**config.mk**
```make
export PLATFORM = sky130hd
export DESIGN_NAME = tns_enc_21_flat
export DESIGN_NICKNAME = d
export VERILOG_FILES = /design/src/rtl/tns_enc_21_pkg.sv /design/src/rtl/tns_enc_21_if.sv /design/src/rtl/tns_enc_21_grp_sel.sv /design/src/rtl/tns_enc_21.sv /design/src/flat_wrapper.sv
export SDC_FILE = /design/constraint.sdc
export NUM_CORES = 1
export LEC_CHECK = 0
export CORE_ASPECT_RATIO = 1.5
export CORE_UTILIZATION = 59
export DETAILED_ROUTE_END_ITERATION = 8
export GPL_TIMING_DRIVEN = 0
export PLACE_DENSITY = 0.84
export SLEW_MARGIN = 5
export SYNTH_ARGS = -nofsm -noshare
export SYNTH_HDL_FRONTEND = slang
export SYNTH_SLANG_ARGS = --single-unit
```
**constraint.sdc**
```tcl
create_clock -name clk -period 34.1 [get_ports clk]
set_input_delay 6.82 -clock clk [delete_from_list [all_inputs] [get_ports clk]]
set_output_delay 6.82 -clock clk [all_outputs]
set_load 0.05 [all_outputs]
```
**src/rtl/tns_enc_21_pkg.sv**
```systemverilog
// Shared definitions for the 21-bit TNS encoder: word width, per-group
// weights, the default admissible-symbol mask, FSM states and helpers.
package tns_enc_21_pkg;

  // Binary word width and the wider width used for symbol values before
  // they are compared against the remainder.
  localparam int BLEN07 = 19;
  localparam int VLEN   = BLEN07 + 2;

  // Codeword geometry: 7 groups of {A,B,C}.
  localparam int NGRP_FIXED = 7;
  localparam int CODE_W     = 3 * NGRP_FIXED;

  // 3C1S line code forbids the isolated-B (010) and split A/C (101) symbols.
  localparam logic [7:0] TNS_3C1S_SYM_MASK = 8'hDB;

  typedef logic [BLEN07-1:0] word_t;
  typedef logic [VLEN-1:0]   wide_t;

  // Group weights. Group n scales by 6^(n-1); within a group A=3, B=1, C=1,
  // so the admissible symbols take the distinct values 0..5 and the code is
  // a mixed base-6 representation.
  localparam word_t TNS01_A = BLEN07'(3);
  localparam word_t TNS01_B = BLEN07'(1);
  localparam word_t TNS01_C = BLEN07'(1);
  localparam word_t TNS02_A = BLEN07'(18);
  localparam word_t TNS02_B = BLEN07'(6);
  localparam word_t TNS02_C = BLEN07'(6);
  localparam word_t TNS03_A = BLEN07'(108);
  localparam word_t TNS03_B = BLEN07'(36);
  localparam word_t TNS03_C = BLEN07'(36);
  localparam word_t TNS04_A = BLEN07'(648);
  localparam word_t TNS04_B = BLEN07'(216);
  localparam word_t TNS04_C = BLEN07'(216);
  localparam word_t TNS05_A = BLEN07'(3888);
  localparam word_t TNS05_B = BLEN07'(1296);
  localparam word_t TNS05_C = BLEN07'(1296);
  localparam word_t TNS06_A = BLEN07'(23328);
  localparam word_t TNS06_B = BLEN07'(7776);
  localparam word_t TNS06_C = BLEN07'(7776);
  localparam word_t TNS07_A = BLEN07'(139968);
  localparam word_t TNS07_B = BLEN07'(46656);
  localparam word_t TNS07_C = BLEN07'(46656);

  typedef enum logic [1:0] {
    ST_IDLE = 2'd0,
    ST_CONV = 2'd1,
    ST_DONE = 2'd2
  } tns_state_e;

  // Weight lookups indexed by group index (0 = group 1 ... 6 = group 7).
  function automatic word_t tns_w_a(input logic [2:0] grp);
    case (grp)
      3'd0:    return TNS01_A;
      3'd1:    return TNS02_A;
      3'd2:    return TNS03_A;
      3'd3:    return TNS04_A;
      3'd4:    return TNS05_A;
      3'd5:    return TNS06_A;
      3'd6:    return TNS07_A;
      default: return '0;
    endcase
  endfunction

  function automatic word_t tns_w_b(input logic [2:0] grp);
    case (grp)
      3'd0:    return TNS01_B;
      3'd1:    return TNS02_B;
      3'd2:    return TNS03_B;
      3'd3:    return TNS04_B;
      3'd4:    return TNS05_B;
      3'd5:    return TNS06_B;
      3'd6:    return TNS07_B;
      default: return '0;
    endcase
  endfunction

  function automatic word_t tns_w_c(input logic [2:0] grp);
    case (grp)
      3'd0:    return TNS01_C;
      3'd1:    return TNS02_C;
      3'd2:    return TNS03_C;
      3'd3:    return TNS04_C;
      3'd4:    return TNS05_C;
      3'd5:    return TNS06_C;
      3'd6:    return TNS07_C;
      default: return '0;
    endcase
  endfunction

  // Value of symbol {a,b,c}, evaluated at the wide width so that a sum of
  // three full-width weights cannot wrap.
  function automatic wide_t sym_value(input logic [2:0] sym, input word_t w_a,
                                      input word_t w_b, input word_t w_c);
    wide_t v;
    v = '0;
    if (sym[2]) v = v + {2'b00, w_a};
    if (sym[1]) v = v + {2'b00, w_b};
    if (sym[0]) v = v + {2'b00, w_c};
    return v;
  endfunction

endpackage

```
**src/rtl/tns_enc_21_if.sv**
```systemverilog
// Encoder streaming interface.
//
// Handshake: both sides use valid/ready. A word moves on a rising clk edge
// where valid and ready are both high. Once valid is raised by a source it
// is held, with its data stable, until that edge; ready may be raised or
// dropped at any time and never depends on valid.
interface tns_enc_21_if;
  import tns_enc_21_pkg::*;

  logic [BLEN07-1:0] datain;
  logic              in_valid;
  logic              in_ready;
  logic [CODE_W-1:0] codeout;
  logic              out_valid;
  logic              out_ready;
  logic              enc_err;

  // Encoder side.
  modport slave (
    input  datain, in_valid, out_ready,
    output in_ready, codeout, out_valid, enc_err
  );

  // Producer/consumer side.
  modport master (
    output datain, in_valid, out_ready,
    input  in_ready, codeout, out_valid, enc_err
  );
endinterface

```
**src/rtl/tns_enc_21_grp_sel.sv**
```systemverilog
// Greedy symbol chooser for one group: picks the admissible symbol with the
// largest value not exceeding the remainder; ties go to the lower index.
module tns_enc_21_grp_sel
  import tns_enc_21_pkg::*;
(
  input  word_t      rem_i,
  input  word_t      w_a_i,
  input  word_t      w_b_i,
  input  word_t      w_c_i,
  input  logic [7:0] sym_mask_i,
  output logic [2:0] sym_o,
  output word_t      val_o
);

  wide_t      cand_v;
  logic [2:0] cand_s;

  // Scan symbols upward; a strictly greater value is needed to replace the
  // current best, which leaves ties on the lower index. Symbol 000 is the
  // fallback and is always admissible.
  always_comb begin
    sym_o  = 3'b000;
    val_o  = '0;
    cand_v = '0;
    cand_s = 3'b000;
    for (int s = 1; s < 8; s++) begin
      cand_s = 3'(s);
      cand_v = sym_value(cand_s, w_a_i, w_b_i, w_c_i);
      if (sym_mask_i[cand_s] && (cand_v <= {2'b00, rem_i}) &&
          (cand_v > {2'b00, val_o})) begin
        sym_o = cand_s;
        // Fits in the narrow width because it does not exceed rem_i.
        val_o = cand_v[BLEN07-1:0];
      end
    end
  end

endmodule

```
**src/rtl/tns_enc_21.sv**
```systemverilog
// Group-serial binary-to-TNS encoder. Accepts one word, resolves group 7
// down to group 1 one group per cycle, then holds the codeword until the
// consumer takes it.
module tns_enc_21
  import tns_enc_21_pkg::*;
#(
  parameter logic [7:0] SYM_MASK = TNS_3C1S_SYM_MASK,
  parameter int         NGRP     = NGRP_FIXED
) (
  input  logic        clk,
  input  logic        rst_n,
  tns_enc_21_if.slave bus,
  output tns_state_e  state_o
);

  tns_state_e        state_q, state_d;
  word_t             rem_q, rem_d;
  logic [2:0]        grp_q, grp_d;
  logic [CODE_W-1:0] code_q, code_d;
  logic [CODE_W-1:0] codeout_q, codeout_d;
  logic              out_valid_q, out_valid_d;
  logic              enc_err_q, enc_err_d;

  logic [2:0] sel_sym;
  word_t      sel_val;
  word_t      w_a, w_b, w_c;

  // Weights of the group currently being resolved.
  assign w_a = tns_w_a(grp_q);
  assign w_b = tns_w_b(grp_q);
  assign w_c = tns_w_c(grp_q);

  tns_enc_21_grp_sel u_grp_sel (
    .rem_i      (rem_q),
    .w_a_i      (w_a),
    .w_b_i      (w_b),
    .w_c_i      (w_c),
    .sym_mask_i (SYM_MASK),
    .sym_o      (sel_sym),
    .val_o      (sel_val)
  );

  // in_ready is gated by rst_n so the encoder never advertises space while
  // it is being reset; outputs come straight from registers.
  assign bus.in_ready  = rst_n && (state_q == ST_IDLE);
  assign bus.out_valid = out_valid_q;
  assign bus.codeout   = codeout_q;
  assign bus.enc_err   = enc_err_q;
  assign state_o       = state_q;

  // Next-state logic: capture, per-group greedy step, and output hold.
  always_comb begin
    state_d     = state_q;
    rem_d       = rem_q;
    grp_d       = grp_q;
    code_d      = code_q;
    codeout_d   = codeout_q;
    out_valid_d = out_valid_q;
    enc_err_d   = enc_err_q;
    case (state_q)
      ST_IDLE: begin
        if (bus.in_valid) begin
          rem_d   = bus.datain;
          code_d  = '0;
          grp_d   = 3'(NGRP - 1);
          state_d = ST_CONV;
        end
      end
      ST_CONV: begin
        code_d[int'(grp_q) * 3 +: 3] = sel_sym;
        rem_d = rem_q - sel_val;
        if (grp_q == 3'd0) begin
          // Register the result together with entering DONE so out_valid,
          // codeout and enc_err all change on the same edge.
          state_d     = ST_DONE;
          out_valid_d = 1'b1;
          codeout_d   = code_d;
          enc_err_d   = (rem_d != '0);
        end else begin
          grp_d = grp_q - 3'd1;
        end
      end
      ST_DONE: begin
        if (bus.out_ready) begin
          state_d     = ST_IDLE;
          out_valid_d = 1'b0;
        end
      end
      default: begin
        state_d = ST_IDLE;
      end
    endcase
  end

  // State and datapath registers; reset aborts any conversion in flight.
  always_ff @(posedge clk) begin
    if (!rst_n) begin
      state_q     <= ST_IDLE;
      rem_q       <= '0;
      grp_q       <= 3'd0;
      code_q      <= '0;
      codeout_q   <= '0;
      out_valid_q <= 1'b0;
      enc_err_q   <= 1'b0;
    end else begin
      state_q     <= state_d;
      rem_q       <= rem_d;
      grp_q       <= grp_d;
      code_q      <= code_d;
      codeout_q   <= codeout_d;
      out_valid_q <= out_valid_d;
      enc_err_q   <= enc_err_d;
    end
  end

  // Group index always addresses a slot inside the codeword.
  a_grp_range: assert property (@(posedge clk) disable iff (!rst_n)
    grp_q < 3'(NGRP));

  // Only admissible symbols are ever written into the codeword.
  a_sym_allowed: assert property (@(posedge clk) disable iff (!rst_n)
    (state_q == ST_CONV) |-> ((sel_sym == 3'b000) || SYM_MASK[sel_sym]));

  // out_valid is high exactly while the FSM sits in DONE.
  a_valid_done: assert property (@(posedge clk) disable iff (!rst_n)
    out_valid_q == (state_q == ST_DONE));

endmodule

```
**src/flat_wrapper.sv**
```systemverilog
// flat-port wrapper written by rule: the top's interface ports become plain ports
module tns_enc_21_flat import tns_enc_21_pkg::*;
#(
  parameter logic [7:0] SYM_MASK = TNS_3C1S_SYM_MASK,
  parameter int         NGRP     = NGRP_FIXED
)
  (clk, rst_n, state_o, bus_datain, bus_in_valid, bus_out_ready, bus_in_ready, bus_codeout, bus_out_valid, bus_enc_err);
  tns_enc_21_if bus_i ();
  input  logic clk;
  input  logic rst_n;
  output tns_state_e state_o;
  input wire logic [$bits(bus_i.datain)-1:0] bus_datain;
  input wire logic [$bits(bus_i.in_valid)-1:0] bus_in_valid;
  input wire logic [$bits(bus_i.out_ready)-1:0] bus_out_ready;
  output wire logic [$bits(bus_i.in_ready)-1:0] bus_in_ready;
  output wire logic [$bits(bus_i.codeout)-1:0] bus_codeout;
  output wire logic [$bits(bus_i.out_valid)-1:0] bus_out_valid;
  output wire logic [$bits(bus_i.enc_err)-1:0] bus_enc_err;
  assign bus_i.datain = bus_datain;
  assign bus_i.in_valid = bus_in_valid;
  assign bus_i.out_ready = bus_out_ready;
  assign bus_in_ready = bus_i.in_ready;
  assign bus_codeout = bus_i.codeout;
  assign bus_out_valid = bus_i.out_valid;
  assign bus_enc_err = bus_i.enc_err;
  tns_enc_21 #(.SYM_MASK(SYM_MASK), .NGRP(NGRP)) u_core (.clk(clk), .rst_n(rst_n), .bus(bus_i), .state_o(state_o));
endmodule
```
==> flow_summary.json <==
{
  "whs_path_depth": 2,
  "post_drt_wl_per_cell_um": 23.4,
  "htreeDepth": 3,
  "ctsHoldBuffers": 0,
  "synth.distinct_cells": 82,
  "cts_root_buf": "clkbuf_16",
  "synth_warnings": 0,
  "insertion_delay_ps": 340,
  "synth_top_area_share_pct": 24.8,
  "cts-resized-gates": 0,
  "min_to": "u_core.code_q[15]",
  "drv_slew": 0,
  "required_ps": 34310,
  "worst_pin_slew_ps": 1310,
  "critPathMaxFanout": 14,
  "ant_nets": 0,
  "io_buffers": 47,
  "clock-sinks": 68,
  "final_util_pct": 67.0,
  "status": "completed",
  "tritoncts": "done",
  "cp-end-kind": "flip-flop",
  "hold_ws_ps": 449,
  "ys.flop_type": "dfxtp_1",
  "rr_worst_depth": 64,
  "antenna_cells": 0,
  "numCtsBuffers": 9,
  "hp-start": "u_core.code_q[15]",
  "antenna_found_initial": 0,
  "viasPerCell": 6.93,
  "grt_pass1_vias": 10600,
  "synth_edf_count": 0,
  "layout_min_cycle_time_ps": 18550,
  "synthArstFlopShare_pct": 0,
  "r2r_slack_ps": 15550,
  "start_util_pct": 60.4,
  "drive_above_1_share_pct": 4.14,
  "slowest_stage": "clkbuf_1",
  "synth.area.top_cells": "ha_1 (25%), dfxtp_1 (14%), a21oi_1 (7.6%), o21ai_0 (4.9%), nand2_1 (4.1%)",
  "cts_setup_buffers": 0,
  "report.final.hold_viol_count": 0,
  "rr_endpoint": "u_core.bus.enc_err",
  "post-synth-top-area-cell": "ha_1",
  "clk_path_buf_depth": 2,
  "cp_slowest_stage_delay_ps": 710,
  "drtIter0Drc": 817,
  "final.period_utilization_pct": 54.4,
  "grt-ovfl-total": 0,
  "drtPass1Iterations": 6,
  "relSlewSlack_pct": 11.5,
  "num_vias": 10600,
  "area_growth_pct": 11.0,
  "die_area_sq_mm": 0.0165,
  "gp_congestion": 1.06,
  "place_hpwl_um": 28200,
  "grt_pass1_wl_um": 55700,
  "nNetsFinal": 1534,
  "grt_setup_unrepaired": "false",
  "critPathLaunchType": "flip-flop",
  "core_area_sq_mm": 0.0156,
  "cts.clk_slew.worst_paths_ps": 60,
  "finClkSkew_ps": 7.82,
  "grt_usage_pct": 44.1,
  "synth.avg_cell_area_sq_um": 7.46,
  "syn-num-nets": 1476,
  "timing_worst_setup_path_type": "flip-flop to flip-flop",
  "ios": 49,
  "die_w_um": 105,
  "ys_ff_latch": 68,
  "hp-class": "flip-flop to flip-flop",
  "die_h_um": 157,
  "ys_seq_area_share_pct": 14.4,
  "synth_area_sq_mm": 0.00943,
  "wl_um": 35800,
  "grt_max_degree": 20,
  "synth_cells": 1264,
  "rr_startpoint": "u_core.grp_q[0]",
  "drc": 0,
  "critPathArrivalTime_ps": 18760,
  "rows": 56,
  "cap_violations": 0,
  "setup_tns_ps": 0,
  "setup_viol": 0,
  "cp_common_cell": "ha_1",
  "fmax_mhz": 53.9
}
-- cell usage in the layout, fill, tap and decap left out, drive strengths merged, types with 10 or more instances in the layout --
cell type / netlist / final
dfxtp: 68 / 68
xor2: 11 / 11
o21ai: 99 / 99
nand2: 102 / 102
buf: 12 / 12
and3: 12 / 12
clkdlybuf4s50: 0 / 47
inv: 63 / 63
a21oi: 143 / 143
nand2b: 12 / 12
o211ai: 13 / 13
xnor2: 25 / 25
o21a: 17 / 17
nor2: 95 / 95
a31oi: 10 / 10
ha: 187 / 187
o31ai: 12 / 12
a21o: 26 / 26
nand3: 36 / 36
nor4: 14 / 14
o221ai: 10 / 10
nand4: 32 / 32
clkbuf: 43 / 54
a211oi: 25 / 25
nor2b: 16 / 16
nor3: 49 / 49
-- worst max path at each step --
stage | startpoint | end | slack [ps] | cells past startpoint
after CTS | u_core.grp_q[0] | u_core.bus.enc_err | 16460 | 64
after global placement | u_core.grp_q[0] | u_core.bus.enc_err | 16600 | 64
after global routing | u_core.grp_q[0] | u_core.bus.enc_err | 14590 | 64
after floorplan | rst_n | bus_in_ready | 19050 | 3
final | u_core.grp_q[0] | u_core.bus.enc_err | 15550 | 64
after detailed placement | u_core.grp_q[0] | u_core.bus.enc_err | 16560 | 64
-- metrics by stage --
stage / instances / worst slack, ps / instance area, sq um
after global placement: 1514 / 16600 / 10200
after detailed placement: 1514 / 16560 / 10200
after CTS: 1530 / 16460 / 10500
after global routing: 1530 / 14590 / 10500
after floorplan: 1264 / 19050 / 9430
final: 1530 / 15550 / 10500
-- worst max-delay path: cells and delay by family (launching register included) --
kind,cells,cell delay (ps)
xor gates and xnor gates,1,180
and+or+nand+nor,18,4230
adders and majority gates,7,2380
buffers and inverters,9,3440
AOI/OAI and AO/OA,29,7610
DFF,1,540
-- cells in the mapped netlist (all sizes together) (13+ instances only) --
cell type  count
nor3          49
xnor2         25
dfxtp         68
clkbuf        43
a21oi        143
nand2        102
a211oi        25
inv           63
a21o          26
o21a          17
o21ai         99
o211ai        13
nor4          14
nand3         36
ha           187
nor2          95
nand4         32
nor2b         16
-- state kept, by name, indices dropped and copies added (netlist names) --
| signal | count |
|---|---|
| u_core.bus.codeout | 21 |
| u_core.code_q | 21 |
| u_core.rem_q | 19 |
| u_core.grp_q | 3 |
| u_core.state_o | 2 |
| u_core.bus.enc_err | 1 |
| u_core.bus.out_valid | 1 |
-- cells by family (layout without fill, tap and decap cells) --
family | after synthesis | after routing | share of synthesized area, %
muxes | 13 | 13 | 1.46
and+or+nand+nor | 408 | 408 | 21.3
buffers and inverters | 119 | 182 | 4.99
adders and majority gates | 189 | 189 | 25.2
xor gates and xnor gates | 36 | 36 | 3.34
DFF | 68 | 68 | 14.4
AOI/OAI and AO/OA | 431 | 431 | 29.3
-- routing by layer --
metal,GRT usage (%),up-vias,share of wire (%)
li1,-,4883,-
met5,2.17,-,0.12
met1,43.6,4850,34
met4,44.5,2,11
met3,7.21,245,7.6
met2,76.7,616,47
-- area by class of cell --
cell class / instances / area, sq um
multi-input cells: 1077 / 7600
fillers: 1362 / 5150
flip-flops and latches: 68 / 1360
repair buffers: 47 / 470
well taps: 203 / 254
clock buffers: 11 / 253
inverters: 64 / 240
plain buffers: 55 / 230
clock inverters: 5 / 60.1
Power is left out: the tool's default activity adds up to more than one toggle a clock period on the data nets, which glitch-free logic cannot reach.
